===== src/rtl/credit_bp_pkg.sv =====
// Shared definitions for the credit-based backpressure link (tx and rx sides).
package credit_bp_pkg;

    // Receiver buffer depth in flits; also the transmitter's initial credit count.
    localparam int DEFAULT_CREDITS = 127;
    localparam int CREDIT_W        = $clog2(DEFAULT_CREDITS + 1);

    typedef logic [CREDIT_W-1:0] credit_t;

    // Transmitter condition, decoded from the credit counter and the error flag.
    typedef enum logic [1:0] {
        ST_SEND  = 2'd0,
        ST_STALL = 2'd1,
        ST_ERR   = 2'd2
    } tx_state_t;

    // ERR dominates: once the link is in error it neither sends nor stalls.
    function automatic tx_state_t decode_state(input logic err, input logic zero);
        if (err)
            return ST_ERR;
        else if (zero)
            return ST_STALL;
        else
            return ST_SEND;
    endfunction

endpackage


===== src/rtl/credit_bp_tx_counter.sv =====
// Up/down credit counter: resets to MAX, never goes below zero or above MAX.
// An increment without a decrement while already at MAX is flagged on ovf
// (combinational, same cycle) and the count holds.
module credit_counter #(
    parameter int MAX = 127,
    parameter int CW  = $clog2(MAX + 1)
) (
    input  logic          clk,
    input  logic          rst_n,
    input  logic          dec,
    input  logic          inc,
    output logic [CW-1:0] count,
    output logic          zero,
    output logic          ovf
);

    localparam logic [CW-1:0] MAX_C = CW'(MAX);

    logic [CW-1:0] count_nxt;

    // Status flags decoded from the current (registered) count.
    always_comb begin
        zero = (count == '0);
        ovf  = inc & ~dec & (count == MAX_C);
    end

    // Next count: a simultaneous dec and inc cancel; both ends saturate.
    always_comb begin
        count_nxt = count;
        case ({dec, inc})
            2'b10:   if (!zero) count_nxt = count - 1'b1;
            2'b01:   if (!ovf)  count_nxt = count + 1'b1;
            default: count_nxt = count;
        endcase
    end

    // Count register, full of credits out of reset.
    always_ff @(posedge clk or negedge rst_n) begin
        if (!rst_n)
            count <= MAX_C;
        else
            count <= count_nxt;
    end

endmodule


===== src/rtl/credit_bp_tx.sv =====
// Credit-based link transmitter. Drains a first-word-fall-through FIFO and
// registers one flit per pop onto the link, spending one credit per flit.
//
// Link handshake: there is no ready signal on the link. A flit is transferred
// in every cycle where o_valid=1; the receiver is guaranteed to have room
// because a pop (and therefore a flit) is only issued while o_credits>0.
// The receiver returns space as single-cycle i_credit pulses, one per slot.
// Upstream FIFO: o_pop consumes i_rdata in the same cycle (i_rdata is valid
// whenever i_empty=0).
module credit_bp_tx
    import credit_bp_pkg::*;
#(
    parameter int WIDTH   = 32,
    parameter int CREDITS = DEFAULT_CREDITS,
    parameter int CW      = $clog2(CREDITS + 1)
) (
    input  logic             clk,
    input  logic             rst_n,
    input  logic             i_en,
    input  logic             i_empty,
    input  logic [WIDTH-1:0] i_rdata,
    output logic             o_pop,
    output logic             o_valid,
    output logic [WIDTH-1:0] o_data,
    input  logic             i_credit,
    output logic [CW-1:0]    o_credits,
    output logic [31:0]      o_sent,
    output logic             o_err,
    output tx_state_t        o_state
);

    logic cnt_zero;
    logic cnt_ovf;

    // Credit bookkeeping; the pop is the only consumer of credits.
    credit_counter #(
        .MAX (CREDITS),
        .CW  (CW)
    ) u_credit_counter (
        .clk   (clk),
        .rst_n (rst_n),
        .dec   (o_pop),
        .inc   (i_credit),
        .count (o_credits),
        .zero  (cnt_zero),
        .ovf   (cnt_ovf)
    );

    // Pop decision from registered state only, so a returning credit can
    // never enable a pop in the cycle it arrives. rst_n gates the strobe so
    // the FIFO is left untouched while reset is held.
    always_comb begin
        o_pop = rst_n & i_en & ~i_empty & ~cnt_zero & ~o_err;
    end

    // Debug view of the transmitter condition.
    always_comb begin
        o_state = decode_state(o_err, cnt_zero);
    end

    // Link output registers: valid for exactly the cycle after each pop;
    // data keeps the last flit while idle.
    always_ff @(posedge clk or negedge rst_n) begin
        if (!rst_n) begin
            o_valid <= 1'b0;
            o_data  <= '0;
        end else begin
            o_valid <= o_pop;
            if (o_pop)
                o_data <= i_rdata;
        end
    end

    // Sent-flit counter, wrapping naturally at 2^32.
    always_ff @(posedge clk or negedge rst_n) begin
        if (!rst_n)
            o_sent <= '0;
        else if (o_pop)
            o_sent <= o_sent + 32'd1;
    end

    // Sticky protocol error: a credit returned while already full means the
    // two ends disagree about buffer occupancy; only reset recovers.
    always_ff @(posedge clk or negedge rst_n) begin
        if (!rst_n)
            o_err <= 1'b0;
        else if (cnt_ovf)
            o_err <= 1'b1;
    end

endmodule

===== config.mk =====
export PLATFORM = sky130hd
export DESIGN_NAME = credit_bp_tx
export DESIGN_NICKNAME = d
export VERILOG_FILES = /design/src/rtl/credit_bp_pkg.sv /design/src/rtl/credit_bp_tx_counter.sv /design/src/rtl/credit_bp_tx.sv
export SDC_FILE = /design/constraint.sdc
export NUM_CORES = 1
export LEC_CHECK = 0
export BUFFER_PORTS_ARGS = -buffer_cell sky130_fd_sc_hd__buf_4
export CELL_PAD_IN_SITES_DETAIL_PLACEMENT = 0
export CELL_PAD_IN_SITES_GLOBAL_PLACEMENT = 2
export CORE_ASPECT_RATIO = 1.2
export CORE_UTILIZATION = 30
export DETAILED_ROUTE_END_ITERATION = 10
export PLACE_DENSITY_LB_ADDON = 0.1
export SYNTH_ARGS = -nofsm -noshare
export SYNTH_HDL_FRONTEND = slang
export SYNTH_HIERARCHICAL = 1
export SYNTH_SLANG_ARGS = --single-unit

===== constraint.sdc =====
create_clock -name clk -period 3.6 [get_ports clk]
set_input_delay 0.36 -clock clk [delete_from_list [all_inputs] [get_ports clk]]
set_output_delay 0.36 -clock clk [all_outputs]
set_load 0.01 [all_outputs]

==> impl_metrics.toml, run 1 <==
[synthesis]
synthXorXnorAreaFrac_pct = 8.987
synth_top_area_cell = "dfrtp_1"
synth_top_area_share_pct = 47.08
ys_seq_area_share_pct = 52.32
yosysUniqueCellTypes = 42
synth_edf_count = 0
synth-simple-area-share_pct = 15.01
synth.net_count = 304
ys_ff_latch = 73
synth_compound_area_share_pct = 2.817
synthCells = 259
synth_area_per_cell_um2 = 13.55
ys_async_sr_fraction_pct = 100.0
synth_ff_type = "dfrtp_1"
yosysWarnings = 6
ys_top_cells_by_area = "dfrtp_1 47%, mux2_4 13%, xnor2_1 8.2%, dfstp_2 5.2%, nand4_1 3.2%"
synth_top_family_by_area = "simple AND/OR/NAND/NOR gates"
synthAdderAreaFrac_pct = 3.067
synthesis.area_um2 = 3508
synth.mux.area_fraction_pct = 14.87

[critical_path]
required_ps = 3860
critPathCaptureType = "register"
critical_path_arrival_ps = 3560
slowest_delay_ps = 560
crit_type = "reg -> reg"
worstPathCellList = "or4_4, nor4_4, or3b_4, or2_2, inv_1, nand2b_2, ha_1, a21oi_2, o21ai_1, or4_1, nand4_1, xnor2_1"
worstPathMaxFanout = 6
cp_slowest_cell = "or4_4"
cp-start-kind = "register"

[sta]
max_slew_margin_pct = 32.65
fmaxAchievable_ghz = 0.3029
fin_worst_skew_ps = 6.103
tns_ps = 0
finalWorstSetupSlack_ps = 298.8
rsz0062_at_grt = "no"
timing.hold.ws_ps = 126.7
finalCriticalPeriod_ps = 3301
period_share_pct = 91.70
worst_pin_slew_ps = 1001
setup_viol = 0
maxSlewViolCount = 0
finalHoldViolCount = 0

[power]
power.density_nw_per_um2 = 718.1
pwr-share-comb_pct = 36.8
switchingPower_mw = 1.044
clockPowerShare_pct = 24.5
p_int_mw = 2.381
leakagePower_nw = 2.290
irDropWorstVdd_mv = 0.3211
seqPwrFrac_pct = 38.7
total_power_mw = 3.425
switching_share_pct = 30.50

[place]
io_buffers = 112
dpl-instance-area_um2 = 4491
hpwl_um = 5769
gp_congestion = 0.7920
dpl_worst_slack_ps = 227.3

[detailed_routing]
avgViaCountPerCell = 4.569
wirelength_um = 8190
final_antenna_net_count = 0
drt_iter0_drc = 53
wl_per_cell_um = 15.22
drc_errors = 0
first_pass_iters = 4
via_count = 2458

[clock_tree]
clkLatencyLatePin_ps = 330
tritoncts = "built"
cts_hold_buf = 0
clkTransAtPathRegs_ps = 60
clk_path_buf_depth = 2
cts.sinks = 73
clockRootBuffer = "clkbuf_16"
cts_buffers = 9
cts.htree.levels = 3
cts_setup_buffers = 0

[grt]
grt_first_pass_wirelength_um = 13410
grt_max_degree = 39
gr-usage-all-layers_pct = 14.70
grt-ovfl-total = 0
grt_pass1_vias = 2550
antenna_found_initial = 0

[final_layout]
final_area_um2 = 4770
diodes = 0
fin_nets = 424
mostFrequentLayoutCell = "buf_4"
drive_gt1_share_pct = 48.18
mostFrequentLayoutCells = "117 x buf_4, 66 x dfrtp_1, 33 x xnor2_1"
synthToLayoutAreaGrowth_pct = 35.95
num-fill-cells = 1117

[floorplan]
core_um2 = 11190
fp.dieW_um = 100.7
start_util_pct = 31.34
rows = 42
die_h_um = 120.5
pin_count = 113
die_area_um2 = 12130

[min_path]
hold_path.class = "in -> async"

[outcome]
status = "complete, no violations"

[run]
maxCapViolations = 0
[synth_stat cells, drive strengths merged, types with 2 or more instances]
library cell	number
nand4b	2
buf	7
nand2b	3
xor2	3
nand2	13
nand3	13
and2	2
nor4	4
a21oi	5
nor3	5
a21o	2
mux2	36
and4	4
ha	7
nand4	18
o21ai	2
dfstp	7
o22ai	2
xnor2	33
dfrtp	66
nor2b	2
and3	4
nor2	6
inv	2
or2	2
or4	2
[routing by layer]
layer	share of wire [%]	vias up	track usage [%]	wire, um
met5	0	-	0	0
met4	2.1	0	7.337	171
met3	5.7	12	3.295	469
met2	49	67	24.14	4039
met1	43	1210	18.04	3510
li1	-	1169	-	-
[state kept, by name (all words and copies together) (netlist names)]
signal                  count
o_data                     32
o_sent                     32
u_credit_counter/count      7
o_err                       1
o_valid                     1
[cell families after synthesis]
kind of cell             after synthesis
flip-flops                            73
XOR/XNOR                              36
AO/OA/AOI/OAI                         14
buffers and inverters                 10
adder cells (fa/ha/maj)                8
multiplexers                          36
AND/OR/NAND/NOR                       82
[power groups by stage]
stage | registers [mW] | logic [mW] | clock network, mW
finish | 1.33 | 1.26 | 0.840
global route | 1.36 | 1.37 | 0.906
CTS | 1.33 | 1.28 | 0.870
detailed placement | 1.33 | 1.28 | 0
global placement | 1.33 | 1.28 | 0
floorplan | 1.43 | 0.624 | 0
[metrics by stage]
stage / cells / utilization, %
5_1_grt: 538 / 42.61
2_1_floorplan: 259 / -
3_5_place_dp: 522 / 40.12
6_report: 538 / 42.61
4_1_cts: 538 / 42.59
3_3_place_gp: 522 / 40.12
[area by class of cell]
type | count | area [um^2] | share of cell area, %
multi-input cells | 176 | 1579 | 33.11
inverters | 2 | 7.507 | 0.1574
clock inverters | 2 | 12.51 | 0.2623
flip-flops and latches | 73 | 1836 | 38.48
clock buffers | 14 | 264.0 | 5.535
well taps | 154 | 192.7 | 4.040
repair buffers | 117 | 878.3 | 18.42
[path summary, 6_finish.rpt]
| kind | endpoint | startpoint | cells after the start | slack, ps |
|---|---|---|---|---|
| min in group clk | o_data[4]$_DFFE_PN0P_ | i_rdata[4] | 2 | 250 |
| setup / recovery | u_credit_counter/count[6]$_DFFE_PN1P_ | u_credit_counter/count[3]$_DFFE_PN1P_ | 12 | 300 |
| hold reg to reg | o_sent[31]$_DFFE_PN0P_ | o_sent[31]$_DFFE_PN0P_ | 1 | 470 |
| hold / removal | o_data[26]$_DFFE_PN0P_ | rst_n | 2 | 130 |
| max in group asynchronous | u_credit_counter/count[1]$_DFFE_PN1P_ | rst_n | 3 | 2570 |
| setup reg to reg | u_credit_counter/count[6]$_DFFE_PN1P_ | u_credit_counter/count[3]$_DFFE_PN1P_ | 12 | 300 |
[repair_timing]
| item | in CTS | in global routing |
|---|---|---|
| endpoints found under the setup margin | 0 | 1 |
| resized for setup | 0 | 1 |
| endpoints found under the hold margin | 0 | 0 |
[worst max-delay path, delay by kind of cell, from the launching register on]
kind	cells	cell delay (ps)
xor+xnor	1	120
fa+ha+maj	1	370
compound gates	2	320
buf+inv	1	70
flops	1	400
simple gates	7	1960
No activity file was read; power rests on OpenSTA's default activity.
==> inputs of run 2 (changes only) <==
--- a/config.mk
+++ b/config.mk
@@ -9,7 +9,7 @@
 export CELL_PAD_IN_SITES_DETAIL_PLACEMENT = 0
 export CELL_PAD_IN_SITES_GLOBAL_PLACEMENT = 2
 export CORE_ASPECT_RATIO = 1.2
-export CORE_UTILIZATION = 30
+export CORE_UTILIZATION = 33
 export DETAILED_ROUTE_END_ITERATION = 10
 export PLACE_DENSITY_LB_ADDON = 0.1
 export SYNTH_ARGS = -nofsm -noshare
==> constraint.sdc (replaced) <==
create_clock -name clk -period 3.74 [get_ports clk]
set_input_delay 0.374 -clock clk [delete_from_list [all_inputs] [get_ports clk]]
set_output_delay 0.374 -clock clk [all_outputs]
set_load 0.01 [all_outputs]
==> impl_metrics.toml, run 2 (synthesized netlist as in run 1, its figures left out) <==
[clock_tree]
cts.sinks = 73
cts_resized = 0
clockRootBuffer = "clkbuf_16"
cts.htree.levels = 3
cts_setup_buffers = 0
clkTransAtPathRegs_ps = 60
clkLatencyLatePin_ps = 330
cts_buffers = 9
cts_hold_buf = 0
tritoncts = "built"
clk_path_buf_depth = 2

[power]
leakagePower_nw = 2.301
pwr-share-comb_pct = 35.3
p_int_mw = 2.387
switching_share_pct = 29.68
total_power_mw = 3.395
switchingPower_mw = 1.007
irDropWorstVdd_mv = 0.3665
clockPowerShare_pct = 27.2
power.density_nw_per_um2 = 712.7
seqPwrFrac_pct = 37.5

[final_layout]
mostFrequentLayoutCell = "buf_4"
diodes = 0
drive_gt1_share_pct = 47.78
fin_nets = 423
mostFrequentLayoutCells = "116 x buf_4, 66 x dfrtp_1, 33 x xnor2_1"
reg_top3 = "o_data: 32 flops, o_sent: 32 flops, u_credit_counter/count: 7 flops"
final_cells = 509
final_area_um2 = 4763
synthToLayoutAreaGrowth_pct = 35.77

[place]
io_buffers = 112
gp_congestion = 0.7466
dpl-instance-area_um2 = 4442
placed_cells_incl_taps = 493
hpwl_um = 5576
dpl_worst_slack_ps = 362.5

[detailed_routing]
routed.top_layer = "met4"
avgViaCountPerCell = 4.829
dr_wl_met2_um = 3857
wl_per_cell_um = 15.43
wirelength_um = 7854
wl_met3_um = 426
via_count = 2458
first_pass_iters = 4
final_antenna_net_count = 0
drc_errors = 0
drt_iter0_drc = 61
wl_met1_um = 3424

[critical_path]
critical_path_arrival_ps = 3640
cp_slowest_cell = "or4_4"
r2r_setup_slack_ps = 360
slowest_delay_ps = 550
worstRegToRegCells = 12
crit_type = "reg -> reg"
worstPathCellList = "or4_4, nor4_4, or3b_4, or2_2, inv_1, nand2b_1, fa_1, a21oi_1, o21ai_0, or4_1, nand4_1, xnor2_1"
rr_startpoint = "u_credit_counter/count[3]$_DFFE_PN1P_"
crit_path_start = "u_credit_counter/count[3]$_DFFE_PN1P_"
required_ps = 4000
crit_path_end = "u_credit_counter/count[6]$_DFFE_PN1P_"
critPathCaptureType = "register"
cp-start-kind = "register"
r2r-end = "u_credit_counter/count[6]$_DFFE_PN1P_"
worstPathMaxFanout = 6

[grt]
grt_pass1_vias = 2480
gr-usage-all-layers_pct = 15.46
grt_first_pass_wirelength_um = 12650
grt-ovfl-total = 0
grt_max_degree = 46
antenna_found_initial = 0

[sta]
worst_pin_slew_ps = 917.7
finalHoldViolCount = 0
fin_worst_skew_ps = 8.373
fmaxAchievable_ghz = 0.2960
period_share_pct = 90.32
max_slew_margin_pct = 38.26
rsz0062_at_grt = "no"
setup_viol = 0
maxSlewViolCount = 0
finalWorstSetupSlack_ps = 361.9
tns_ps = 0
finalCriticalPeriod_ps = 3378

[outcome]
status = "complete, no violations"

[floorplan]
core_um2 = 10160
start_util_pct = 34.53
die_area_um2 = 11050
die_h_um = 115.0
rows = 40
fp.dieW_um = 96.13
pin_count = 113

[min_path]
hold_path.class = "in -> async"

[run]
maxCapViolations = 0
run 2: area by class of cell:
cell class | count | area [um^2]
fill | 936 | 5396
sequential | 73 | 1836
multi-input combinational | 176 | 1570
timing repair buffer | 116 | 870.8
clock buffer | 10 | 229.0
tap | 126 | 157.7
clock inverter | 6 | 92.59
inverter | 2 | 7.507
run 2: worst min-delay path by stage:
stage	endpoint	start	slack, ps
final	o_data[17]$_DFFE_PN0P_	rst_n	90
after global routing	o_data[26]$_DFFE_PN0P_	rst_n	120
after CTS	o_data[17]$_DFFE_PN0P_	rst_n	100
after detailed placement	o_data[22]$_DFFE_PN0P_	rst_n	470
after global placement	o_sent[31]$_DFFE_PN0P_	o_sent[31]$_DFFE_PN0P_	460
after floorplan	o_data[0]$_DFFE_PN0P_	rst_n	80
run 2: metrics by stage:
stage | utilization (%) | hold slack, ps
4_1_cts | 46.88 | 97.01
5_1_grt | 46.88 | 124.4
2_1_floorplan | - | 78.41
6_report | 46.88 | 92.00
3_5_place_dp | 43.72 | 468.2
3_3_place_gp | 43.72 | 462.7
run 2: power by group through the flow:
| stage | sequential (mW) | clock, mW | combinational, mW |
|---|---|---|---|
| 6_report | 1.27 | 0.922 | 1.20 |
| 5_1_grt | 1.31 | 0.989 | 1.30 |
| 3_3_place_gp | 1.28 | 0 | 1.21 |
| 4_1_cts | 1.28 | 0.956 | 1.22 |
| 3_5_place_dp | 1.28 | 0 | 1.22 |
| 2_1_floorplan | 1.37 | 0 | 0.592 |
run 2: layer usage:
layer  vias to the layer above  track usage, %
met5                         -               0
met4                         0           8.557
met3                         9           3.704
met2                        68           24.40
met1                      1214           19.29
li1                       1167               -
run 2: worst max-delay path: cells and delay by family, from the launching register on:
family | cells | cell delay, ps
simple gates | 7 | 1920
fa+ha+maj | 1 | 440
flops | 1 | 400
compound gates | 2 | 360
xor+xnor | 1 | 120
buf+inv | 1 | 60
==> inputs of run 3 (changes only) <==
--- a/config.mk
+++ b/config.mk
@@ -9,10 +9,9 @@
 export CELL_PAD_IN_SITES_DETAIL_PLACEMENT = 0
 export CELL_PAD_IN_SITES_GLOBAL_PLACEMENT = 2
 export CORE_ASPECT_RATIO = 1.2
-export CORE_UTILIZATION = 33
+export CORE_UTILIZATION = 30
 export DETAILED_ROUTE_END_ITERATION = 10
 export PLACE_DENSITY_LB_ADDON = 0.1
 export SYNTH_ARGS = -nofsm -noshare
 export SYNTH_HDL_FRONTEND = slang
-export SYNTH_HIERARCHICAL = 1
 export SYNTH_SLANG_ARGS = --single-unit
==> impl_metrics.toml, run 3 <==
[synthesis]
synthesis.area_um2 = 3248
synth_ff_type = "dfrtp_1"
synthAdderAreaFrac_pct = 3.313
synth_compound_area_share_pct = 2.311
synth_top_area_cell = "dfrtp_1"
synth-simple-area-share_pct = 23.11
synth_top_family_by_area = "simple AND/OR/NAND/NOR gates"
synth_common_cells = "109 x nand2_1, 66 x dfrtp_1, 32 x xnor2_1"
synth_edf_count = 0
synth_top_area_share_pct = 50.85
synthCells = 311
yosysWarnings = 0
synthXorXnorAreaFrac_pct = 9.977
ys_ff_latch = 73
ys_async_sr_fraction_pct = 100.0
ys_seq_area_share_pct = 56.51
synth_area_per_cell_um2 = 10.44
synth_most_common_cell = "nand2_1"
yosysUniqueCellTypes = 36
synth.net_count = 356
synth.mux.area_fraction_pct = 2.619
ys_top_cells_by_area = "dfrtp_1 51%, nand2_1 13%, xnor2_1 8.6%, dfstp_2 5.7%, ha_1 2.7%"

[power]
switching_share_pct = 30.24
pwr-share-comb_pct = 30.3
total_power_mw = 3.017
power.density_nw_per_um2 = 665.3
irDropWorstVdd_mv = 0.3563
clockPowerShare_pct = 31.0
leakagePower_nw = 2.326
p_int_mw = 2.105
switchingPower_uw = 912.4
seqPwrFrac_pct = 38.7

[final_layout]
reg_top3 = "o_data: 32 flops, o_sent: 32 flops, u_credit_counter.count: 7 flops"
mostFrequentLayoutCell = "buf_4"
drive_gt1_share_pct = 34.65
mostFrequentLayoutCells = "116 x buf_4, 109 x nand2_1, 66 x dfrtp_1"
synthToLayoutAreaGrowth_pct = 39.64
diodes = 0
fin_nets = 470

[clock_tree]
cts_setup_buffers = 0
clkLatencyLatePin_ps = 330
cts_buffers = 9
tritoncts = "built"
cts.sinks = 73
clk_path_buf_depth = 2
clockRootBuffer = "clkbuf_16"
cts_hold_buf = 0
clkTransAtPathRegs_ps = 60
cts.htree.levels = 3
cts_resized = 0

[detailed_routing]
avgViaCountPerCell = 4.601
first_pass_iters = 4
final_antenna_net_count = 0
wl_per_cell_um = 13.99
drc_errors = 0
drt_iter0_drc = 63
via_count = 2572
wirelength_um = 7820

[critical_path]
r2r-end = "u_credit_counter.count[6]$_DFFE_PN1P_"
rr_startpoint = "u_credit_counter.count[3]$_DFFE_PN1P_"
cp-start-kind = "register"
critPathCaptureType = "register"
worstPathMaxFanout = 7
crit_path_end = "u_credit_counter.count[6]$_DFFE_PN1P_"
crit_type = "reg -> reg"
required_ps = 3990
r2r_setup_slack_ps = 1010
crit_path_start = "u_credit_counter.count[3]$_DFFE_PN1P_"
critical_path_arrival_ps = 2980
worstRegToRegCells = 9

[sta]
setup_viol = 0
maxSlewViolCount = 0
finalHoldViolCount = 0
tns_ps = 0
period_share_pct = 72.94
max_slew_margin_pct = 39.32
worst_pin_slew_ps = 901.8
rsz0062_at_grt = "no"
finalCriticalPeriod_ps = 2728
fmaxAchievable_ghz = 0.3666
fin_worst_skew_ps = 7.128

[min_path]
hold_path.class = "in -> async"

[place]
hpwl_um = 5270
io_buffers = 112
gp_congestion = 0.8110

[floorplan]
fp.dieW_um = 96.99
die_h_um = 116.0
pin_count = 113
rows = 41
die_area_um2 = 11250
start_util_pct = 30.89
core_um2 = 10520

[grt]
gr-usage-all-layers_pct = 14.28
grt_pass1_vias = 2406
grt_max_degree = 41
grt_first_pass_wirelength_um = 12450
antenna_found_initial = 0
grt-ovfl-total = 0

[outcome]
status = "complete, no violations"

[run]
maxCapViolations = 0
run 3: cell type report:
cell class,instances,area [um^2]
fill,1048,5981
clock buffer,11,242.7
clock inverter,5,78.83
timing repair buffer,116,870.8
inverter,1,3.754
multi-input combinational,224,1343
sequential,73,1836
tap,129,161.4
run 3: kinds of logic after synthesis:
kind of cell,Yosys count
simple gates,163
flops,73
xor+xnor,37
buf+inv,14
compound gates,10
fa+ha+maj,8
mux,6
run 3: worst min-delay path by stage:
stage                      startpoint                endpoint  cells after the start
2_1_floorplan                   rst_n   o_data[0]$_DFFE_PN0P_                      0
3_3_place_gp   o_data[28]$_DFFE_PN0P_  o_data[28]$_DFFE_PN0P_                      2
3_5_place_dp   o_data[21]$_DFFE_PN0P_  o_data[21]$_DFFE_PN0P_                      2
4_1_cts                         rst_n  o_sent[17]$_DFFE_PN0P_                      2
5_1_grt                         rst_n  o_sent[16]$_DFFE_PN0P_                      2
6_report                        rst_n  o_sent[18]$_DFFE_PN0P_                      2
run 3: metal layers:
metal / vias to the layer above / GRT usage [%] / wire length, um
met5: - / 0 / 0
met4: 0 / 7.164 / 152
met3: 13 / 3.920 / 446
met2: 63 / 22.54 / 3709
met1: 1236 / 18.12 / 3512
li1: 1260 / - / -
run 3: worst max-delay path: stages (launching register included):
cell and delay [ps]:
dfstp_2 390, or4_4 560, o21ai_4 190, nand2_1 220, fa_1 460, a21o_1 190, nand4_1 80, and4b_1 200
mux2i_1 210, xnor2_1 140
run 3: metrics by stage:
stage	hold WS [ps]	cells	worst slack, ps	instance area (um^2)	util, %
after floorplan	78.41	311	744.2	3248	-
after global placement	459.4	543	1076	4214	40.07
after detailed placement	463.1	543	1032	4214	40.07
after CTS	122.6	559	1003	4536	43.13
after global routing	143.5	559	822.0	4536	43.13
final	105.4	559	1012	4536	43.13
run 3: power groups by stage:
stage | Combinational [mW] | Clock, mW | Sequential (mW)
floorplan | 0.424 | 0 | 1.24
global placement | 0.931 | 0 | 1.17
detailed placement | 0.926 | 0 | 1.18
CTS | 0.931 | 0.964 | 1.17
global route | 1.02 | 1.00 | 1.20
finish | 0.915 | 0.935 | 1.17
